===== src/rtl/btn_debounce.sv =====
// Push-button bank conditioner: per-channel 2-flop synchroniser, stability counter,
// debounced level and registered press/release strobes plus a lagging "any press" strobe.
module btn_debounce #(
    parameter int WIDTH         = 7,
    parameter int STABLE_CYCLES = 250000,
    parameter int CNT_W         = $clog2(STABLE_CYCLES + 1)
) (
    input  logic             clk,
    input  logic             rst_n,
    input  logic [WIDTH-1:0] btn_raw,
    output logic [WIDTH-1:0] btn_level,
    output logic [WIDTH-1:0] btn_press,
    output logic [WIDTH-1:0] btn_release,
    output logic             btn_any
);

    localparam logic [CNT_W-1:0] CNT_LAST = CNT_W'(STABLE_CYCLES - 1);

    logic [WIDTH-1:0] sync1_q, sync1_d;
    logic [WIDTH-1:0] sync2_q, sync2_d;
    logic [WIDTH-1:0] level_q, level_d;
    logic [WIDTH-1:0] press_q, press_d;
    logic [WIDTH-1:0] release_q, release_d;
    logic             any_q, any_d;
    logic [CNT_W-1:0] cnt_q [WIDTH];
    logic [CNT_W-1:0] cnt_d [WIDTH];

    always_comb begin
        sync1_d   = btn_raw;
        sync2_d   = sync1_q;
        level_d   = level_q;
        press_d   = '0;
        release_d = '0;
        any_d     = |press_q;
        for (int i = 0; i < WIDTH; i++) begin
            cnt_d[i] = '0;
            // Any sample matching the accepted level restarts the count.
            if (sync2_q[i] != level_q[i]) begin
                if (cnt_q[i] == CNT_LAST) begin
                    level_d[i]   = sync2_q[i];
                    press_d[i]   = sync2_q[i];
                    release_d[i] = ~sync2_q[i];
                end else begin
                    cnt_d[i] = cnt_q[i] + CNT_W'(1);
                end
            end
        end
    end

    always_ff @(posedge clk) begin
        if (!rst_n) begin
            sync1_q   <= '0;
            sync2_q   <= '0;
            level_q   <= '0;
            press_q   <= '0;
            release_q <= '0;
            any_q     <= 1'b0;
            for (int i = 0; i < WIDTH; i++) begin
                cnt_q[i] <= '0;
            end
        end else begin
            sync1_q   <= sync1_d;
            sync2_q   <= sync2_d;
            level_q   <= level_d;
            press_q   <= press_d;
            release_q <= release_d;
            any_q     <= any_d;
            for (int i = 0; i < WIDTH; i++) begin
                cnt_q[i] <= cnt_d[i];
            end
        end
    end

    assign btn_level   = level_q;
    assign btn_press   = press_q;
    assign btn_release = release_q;
    assign btn_any     = any_q;

endmodule


===== config.mk =====
export PLATFORM = sky130hd
export DESIGN_NAME = btn_debounce
export DESIGN_NICKNAME = d
export VERILOG_FILES = /design/src/rtl/btn_debounce.sv
export SDC_FILE = /design/constraint.sdc
export NUM_CORES = 1
export LEC_CHECK = 0
export CAP_MARGIN = 10
export CORE_ASPECT_RATIO = 0.8
export CORE_UTILIZATION = 55
export DETAILED_ROUTE_END_ITERATION = 16
export MAX_ROUTING_LAYER = met4
export PLACE_DENSITY = 0.77
export SLEW_MARGIN = 20
export SYNTH_ARGS = -nofsm -noshare
export SYNTH_HDL_FRONTEND = slang
export SYNTH_SLANG_ARGS = --single-unit

===== constraint.sdc =====
create_clock -name clk -period 3.9 [get_ports clk]
set_clock_uncertainty 0.15 [all_clocks]
set_input_delay 0.39 -clock clk [delete_from_list [all_inputs] [get_ports clk]]
set_output_delay 0.39 -clock clk [all_outputs]
set_load 0.005 [all_outputs]

# Word level (Yosys, flattened, before mapping)
# Memory sizes are Yosys's and may differ from the RTL's.
# Cells that the tools add are included.
dict set report classes {
  n_reduce_logical 15
  n_eq_ne 14
  add_sub_neg 7
  n_bitwise 14
  mux 23
}
# cell n
set op_table {}
lappend op_table {{18-bit 2-to-1 mux} 21}
lappend op_table {{18-bit by 1-bit adder with 18-bit output (second input constant)} 7}
lappend op_table {{18-bit equality test (second input constant)} 7}
lappend op_table {{3-bit AND reduction} 7}
lappend op_table {{2-bit AND reduction} 7}
lappend op_table {{1-bit inequality test} 7}
lappend op_table {{1-bit NOT} 7}
lappend op_table {{1-bit bitwise OR} 7}
lappend op_table {{7-bit OR reduction} 1}
lappend op_table {{1-bit 2-to-1 mux} 2}
dict set report word_totals {
  regBits 36
  mem_count 1
  mem_bits_rw 126
  output_inout_bits 22
  elab_cells 98
  inputBits 9
}
# memory words width read_ports rd_ports_with_merged_regs wr line
set mem_list {}
lappend mem_list {cnt_q 7 18 7 0 7 25} ;# logic [CNT_W-1:0] cnt_q [WIDTH];

# Logic depth before layout (Yosys ltp)
# Gate-level depths: netlist (run 1).
dict set report depth {
  word_depth 4
  ltp_mapped 6
  ltp_nobuf 5
}

# Least setup slack after synthesis (run 1)
# OpenSTA, ideal clock, no wires.
dict set report synth_path {
  kind {register -> register}
  from {memory cnt_q[2][0] (netlist bit)}
  to {memory cnt_q[2][10] (netlist bit)}
  setup_time_ns 0.118
  arrival_ns 1.710
  path_stages_with_launch 6
  period_less_slack_ns 1.978
  path_buffers 1
  slack_ns 1.922
  cell_sequence {dfxtp_1 -> ha_1 -> nand3_1 -> o41ai_2 -> buf_2 -> nor2_1}
}
# element line
set synth_rtl {}
lappend synth_rtl {{start: declaration} 25}

==> metrics.md, run 1 <==
| Metric | Value |
|---|---|
| #FFs+latches synth | `162` |
| # DRC | `0` |
| Clock Sinks | `about 160` |
| Distinct cells, synth | `48` |
| Layout fillers | `just over 1000` |
| Hold Crit Class | `reg -> reg` |
| Diode count | `0` |
| CTS tree | `built` |
| I/O Buffers | `30` |
| Die area | `13110 um^2` |
| Top FF cell, synth | `dfxtp_1` |
| Fin. Hold Viols | `0` |
| Setup Buffers After CTS | `0` |
| Largest net degree at the start of global routing | `47` |
| Setup-failing EPs final | `0` |
| # nets final | `820` |
| H-tree depth | `4` |
| Core Rows | `36` |
| Chip width | `127.8 um` |
| All-Layer GR Usage | `0.2234` |
| Async SR Flop Fraction | `0` |
| Final period util | `0.6034` |
| M1 WL | `6394 um` |
| Initial antenna violation count | `0` |
| CP Max Fanout | `10` |
| CP endpoint kind | `flip-flop` |
| Clk slew on worst S/H paths | `0.06 ns` |
| DR WL met3 | `484 um` |
| Die H | `102.6 um` |
| DRT Wirelength | `13450 um` |
| Vias | `between 5000 and 6000` |
| Worst Max-Slew Pin Slew | `slightly below 1 ns` |
| WL/cell | `13.61 um` |
| Vias in the first global route | `between 4000 and 5000` |
| Unrepaired setup endpoints after global routing | `false` |
| DP Worst Slack | `approximately 1.5 ns` |
| Leak pwr | `0.002351 uW` |
| Top cells by area, synth | `dfxtp_1 (47%), xnor2_1 (9.9%), nor2_1 (7.5%), nor4_1 (3.6%), nand3_1 (3.1%)` |
| DR vias/cell | `5.478` |
| I/O pin count | `31` |
| DR top layer | `met4` |
| Final worst setup slack | `1.547 ns` |
| Outcome | `finished, final reports clean` |
| Cell breakdown of the critical path | `ha_1 -> nand3_1 -> o41ai_2 -> buf_4 -> a21oi_1` |
| CTS Buf Count | `17` |
| Fraction of layout cells with a size suffix above 1 | `0.06242` |
| Final Max Tran Viols | `0` |
| CP peak stage delay | `0.88 ns` |
| Critical path class | `reg -> reg` |
| Worst slew margin | `0.3383` |
| Starting density of the core | `0.5681` |
| Post-synth top cells | `dfxtp_1 (162), nor2_1 (140), xnor2_1 (79)` |
| Layout area overhead | `14.70%` |
| Slowest stage cell, crit path | `o41ai_2` |
| EDFF count, synth | `0` |
| Hold buffers post-CTS | `0` |
| Worst Path Required | `4.04 ns` |
| Max-cap violations | `0` |
| Max Freq | `0.4249 GHz` |
| Core box area | `about 12000 um^2` |
| Pwr/cell area | `417.3 nW/um^2` |
| Congestion Overflow GR | `0` |
| HPWL after detailed placement | `9360 um` |
| Clk Tree Root Cell | `clkbuf_16` |
| Post-route ant nets | `0` |
| Crit start category | `flip-flop` |
| Clk_lat worst skew | `0.41 ns` |
| Dpl cell area | `roughly 7400 um^2` |
| Synth area leader | `dfxtp_1` |
| DR pass1 iterations | `5` |
| Post-CTS resize count | `0` |
| Most common cell in the netlist | `dfxtp_1` |
| Max VDD drop | `0.0003032 V` |
| First-pass GRT wire length | `22690 um` |
| Synthesized area per cell | `9.016 um^2` |
| Top cell family by delay on the critical path | `compound AO/OA/AOI/OAI gates` |
| Synth warn | `0` |
| Finished Core Util | `0.6517` |
| Syn Std Cell Area | `6960 um^2` |
| Sequential area share after synthesis | `0.4659` |
| Final setup TNS | `0 ns` |
| Max Root-Sink Buffers | `2` |
| Share of the synthesized area in the top cell type | `0.4659` |
| Buf+Inv Stages, Crit Path | `1` |
| Initial DRC Count | `364` |
| Tmin final | `2.353 ns` |
| Fin area | `7984 um^2` |
| Critical path arrival | `2.49 ns` |
| Syn Inst Count | `772` |
| Post-Syn Nets | `788` |
| Final Wtd Congestion | `roughly 0.90` |
| DR WL met2 | `6490 um` |
==> cells by family (layout without fill, tap and decap cells) <==
family	count (synthesis)	after routing	synth area share
simple gates	408	408	0.3049
flops	162	162	0.4659
xor+xnor	100	100	0.1258
buf+inv	47	92	0.02840
compound gates	41	41	0.05231
fa+ha+maj	7	7	0.01258
mux	7	7	0.01007
==> cells in the final DEF (no fill, tap or decap), types with 3 or more instances in the layout <==
| cell type | Yosys | routed |
|---|---|---|
| clkbuf_1 | 9 | 3 |
| a31o_2 | 3 | 3 |
| ha_1 | 7 | 7 |
| dfxtp_1 | 162 | 162 |
| mux2i_1 | 7 | 7 |
| clkbuf_8 | 0 | 3 |
| or4_1 | 4 | 4 |
| inv_1 | 28 | 28 |
| o21ai_0 | 7 | 7 |
| nand3_1 | 43 | 43 |
| clkinv_2 | 0 | 3 |
| a21oi_1 | 16 | 16 |
| or3_1 | 7 | 7 |
| xnor2_1 | 79 | 79 |
| o41ai_4 | 5 | 5 |
| nor3_1 | 26 | 26 |
| clkinvlp_4 | 0 | 4 |
| o21a_1 | 3 | 3 |
| nor4b_1 | 5 | 5 |
| and4b_1 | 8 | 8 |
| and4_1 | 3 | 3 |
| clkdlybuf4s50_1 | 0 | 30 |
| nor2b_1 | 6 | 6 |
| xor2_1 | 21 | 21 |
| nor4_1 | 40 | 40 |
| nand4_1 | 31 | 31 |
| nand2_1 | 51 | 51 |
| nor2_1 | 140 | 140 |
| clkbuf_16 | 0 | 17 |
| and2_1 | 16 | 16 |
| and3_1 | 11 | 11 |
==> metrics by stage <==
stage          instances  hold slack (ns)  power (uW)
3_5_place_dp         956           0.2679        1748
2_1_floorplan        772           0.2619        1733
5_1_grt              988           0.2940        3451
4_1_cts              988           0.2818        3368
6_report             988           0.2825        3332
3_3_place_gp         956           0.2662        1746
==> report_power, final <==
group | internal (uW) | switching [uW] | total, uW
sequential | 1660 | 5.62 | 1670
clock | 991 | 630 | 1620
combinational | 18.5 | 23.5 | 42.0
==> worst paths after layout <==
| kind | from | to | slack (ns) | cells after the start |
|---|---|---|---|---|
| worst max-delay path | cnt_q[2][0]$_SDFF_PP0_ | cnt_q[2][17]$_SDFF_PP0_ | 1.55 | 5 |
| worst min-delay path | sync1_q[3]$_SDFF_PN0_ | sync2_q[3]$_SDFF_PN0_ | 0.28 | 1 |
| worst max register to register | cnt_q[2][0]$_SDFF_PP0_ | cnt_q[2][17]$_SDFF_PP0_ | 1.55 | 5 |
| worst min register to register | sync1_q[3]$_SDFF_PN0_ | sync2_q[3]$_SDFF_PN0_ | 0.28 | 1 |
==> sequential cells by signal, summed over array words and instances, names as in the netlist <==
signal       flops
sync2_q          7
btn_level        7
btn_press        7
cnt_q          126
btn_any          1
sync1_q          7
btn_release      7
==> cell type report <==
cell class                 instances  area (um^2)  area share
tap                              171        214.0     0.02680
sequential                       162         3243      0.4062
inverter                          28        105.1     0.01316
timing repair buffer              32        315.3     0.03949
multi-input combinational        563         3523      0.4413
clock inverter                     9        105.1     0.01316
clock buffer                      23        478.0     0.05987
==> layer usage <==
layer	up-vias	track usage
met1	2557	0.2830
met3	9	0.05241
li1	2751	-
met2	95	0.3591
met4	0	0.06154
met5	-	-
Note: power is estimated with default switching activity, not from simulation.
==> run 2: changes to the inputs <==
clock period = 2.3 ns   (was 3.9 ns; I/O delays follow)
==> metrics.md, run 2 (synthesis results as in run 1) <==
| Metric | Value |
|---|---|
| HPWL after detailed placement | `9605 um` |
| Setup Buffers After CTS | `0` |
| Layout area overhead | `16.56%` |
| Global route hottest layer | `met2` |
| Clk_lat worst skew | `0.42 ns` |
| Congestion Overflow GR | `0` |
| Vias | `5472` |
| H-tree depth | `4` |
| CP endpoint kind | `flip-flop` |
| Layout fillers | `978` |
| Commonest non-fill, non-tap cells in the layout | `dfxtp_1 (162), nor2_1 (140), xnor2_1 (79)` |
| Max VDD drop | `0.0005137 V` |
| First-pass GRT wire length | `23270 um` |
| Most flop-heavy register | `cnt_q` |
| Final Max Tran Viols | `0` |
| Tmin final | `2.066 ns` |
| Diode count | `0` |
| CTS Buf Count | `17` |
| Unrepaired setup endpoints after global routing | `false` |
| Dpl cells | `roughly 970` |
| # nets final | `833` |
| Largest net degree at the start of global routing | `25` |
| Met2 Track Usage GR | `0.3675` |
| Area of the multi-input gates | `3531 um^2` |
| DR vias/cell | `5.467` |
| Fin area | `roughly 8100 um^2` |
| Critical path class | `reg -> reg` |
| Hold Crit Class | `in -> reg` |
| Leak pwr | `0.002426 uW` |
| GRT met1 Usage | `0.2853` |
| Final Non-Filler Cells | `1001` |
| Worst Path Required | `between 2 and 3 ns` |
| Outcome | `finished, final reports clean` |
| I/O pin count | `31` |
| Crit start category | `flip-flop` |
| Setup-failing EPs final | `0` |
| Slowest stage cell, crit path | `or4b_1` |
| # DRC | `0` |
| Worst slew margin | `0.6223` |
| Commonest non-fill, non-tap cell in the layout | `dfxtp_1` |
| Max Root-Sink Buffers | `2` |
| Initial antenna violation count | `0` |
| Final Wtd Congestion | `0.8994` |
| CP peak stage delay | `0.48 ns` |
| Max Freq | `roughly 0.48 GHz` |
| I/O Buffers | `30` |
| GR Layer Usage met3 | `0.04152` |
| CTS tree | `built` |
| Chip width | `127.8 um` |
| Core box area | `12250 um^2` |
| Die area | `13110 um^2` |
| Reg area | `between 3000 and 4000 um^2` |
| Max-cap violations | `0` |
| CP Max Fanout | `5` |
| Fin. Hold Viols | `0` |
| DR pass1 iterations | `4` |
| Worst Max-Slew Pin Slew | `roughly 0.56 ns` |
| Cell breakdown of the critical path | `ha_1 -> nand2_1 -> nor4_1 -> or4b_1 -> a21oi_1` |
| Clk slew on worst S/H paths | `~0.060 ns` |
| Dpl cell area | `7495 um^2` |
| Hold buffers post-CTS | `0` |
| Final period util | `0.8982` |
| DRT Wirelength | `13560 um` |
| Fraction of layout cells with a size suffix above 1 | `0.07711` |
| Initial DRC Count | `~350` |
| All-Layer GR Usage | `0.2297` |
| Starting density of the core | `0.5681` |
| Die H | `between 100 and 150 um` |
| Clock Sinks | `162` |
| Clk Tree Root Cell | `clkbuf_16` |
| Post-route ant nets | `0` |
| Max reg flops | `126` |
| Vias in the first global route | `5100` |
| WL/cell | `around 14 um` |
| Critical path arrival | `around 2.3 ns` |
| Pwr/cell area | `712.4 nW/um^2` |
| Core Rows | `36` |
## run 2: cell types whose count changed in the layout (fill, tap and decap cells not counted)
| cell | change |
|---|---|
| bufinv_16 | +1 |
| clkinv_4 | +1 |
| o21ai_4 | +1 |
| o21ai_2 | -1 |
| clkinvlp_4 | -2 |
| buf_4 | +13 |
## run 2: area by class of cell
type                       count  share of cell area
clock inverter                 9             0.01589
tap                          171             0.02637
sequential                   162              0.3998
inverter                      28             0.01295
clock buffer                  23             0.05891
timing repair buffer          45             0.05089
multi-input combinational    563              0.4352
## run 2: critical path, delay by kind of cell (launching register included)
family                   cells  cell delay [ns]
flip-flops                   1             0.37
AO/OA/AOI/OAI                1             0.16
adder cells (fa/ha/maj)      1             0.27
AND/OR/NAND/NOR              3             1.04
## run 2: path summary, 6_finish.rpt
path	from	endpoint	slack (ns)	depth (start not counted)
worst min register to register	sync1_q[4]$_SDFF_PN0_	sync2_q[4]$_SDFF_PN0_	0.28	1
worst max-delay path	cnt_q[6][0]$_SDFF_PP0_	cnt_q[6][16]$_SDFF_PP0_	0.23	5
worst max register to register	cnt_q[6][0]$_SDFF_PP0_	cnt_q[6][16]$_SDFF_PP0_	0.23	5
worst min-delay path	btn_raw[4]	sync1_q[4]$_SDFF_PN0_	0.24	2
## run 2: repair_timing
action | 4_1_cts | 5_1_grt
gates cloned | 0 | 0
setup endpoints to repair | 17 | 3
hold endpoints to repair | 0 | 0
gates resized for setup | 1 | 1
## run 2: metal layers
layer / part of all wire / wire (um) / vias up
li1: - / - / 2781
met1: 0.47 / 6408 / 2570
met2: 0.48 / 6462 / 98
met3: 0.033 / 442 / 23
met4: 0.018 / 244 / 0
met5: 0 / 0 / -
## run 2: power breakdown
group	total, uW	internal (uW)	switching, uW	leakage, uW
sequential	2830	2820	9.79	0.00131
combinational	79.4	36.7	42.7	0.000825
clock	2870	1790	1080	0.000293
total	5780	4650	1130	0.00243
## run 2: stage by stage
step / hold WS, ns / util / power (uW) / TNS, ns / worst slack, ns
after floorplan: 0.2073 / - / 2938 / 0 / 0.3220
final: 0.2426 / 0.6622 / 5779 / 0 / 0.2342
after detailed placement: 0.2687 / 0.6117 / 2972 / -0.2777 / -0.04301
after global routing: 0.2386 / 0.6622 / 5971 / 0 / 0.09989
after global placement: 0.2743 / 0.6117 / 2968 / 0 / 0.1176
after CTS: 0.2334 / 0.6616 / 5825 / 0 / 0.2415
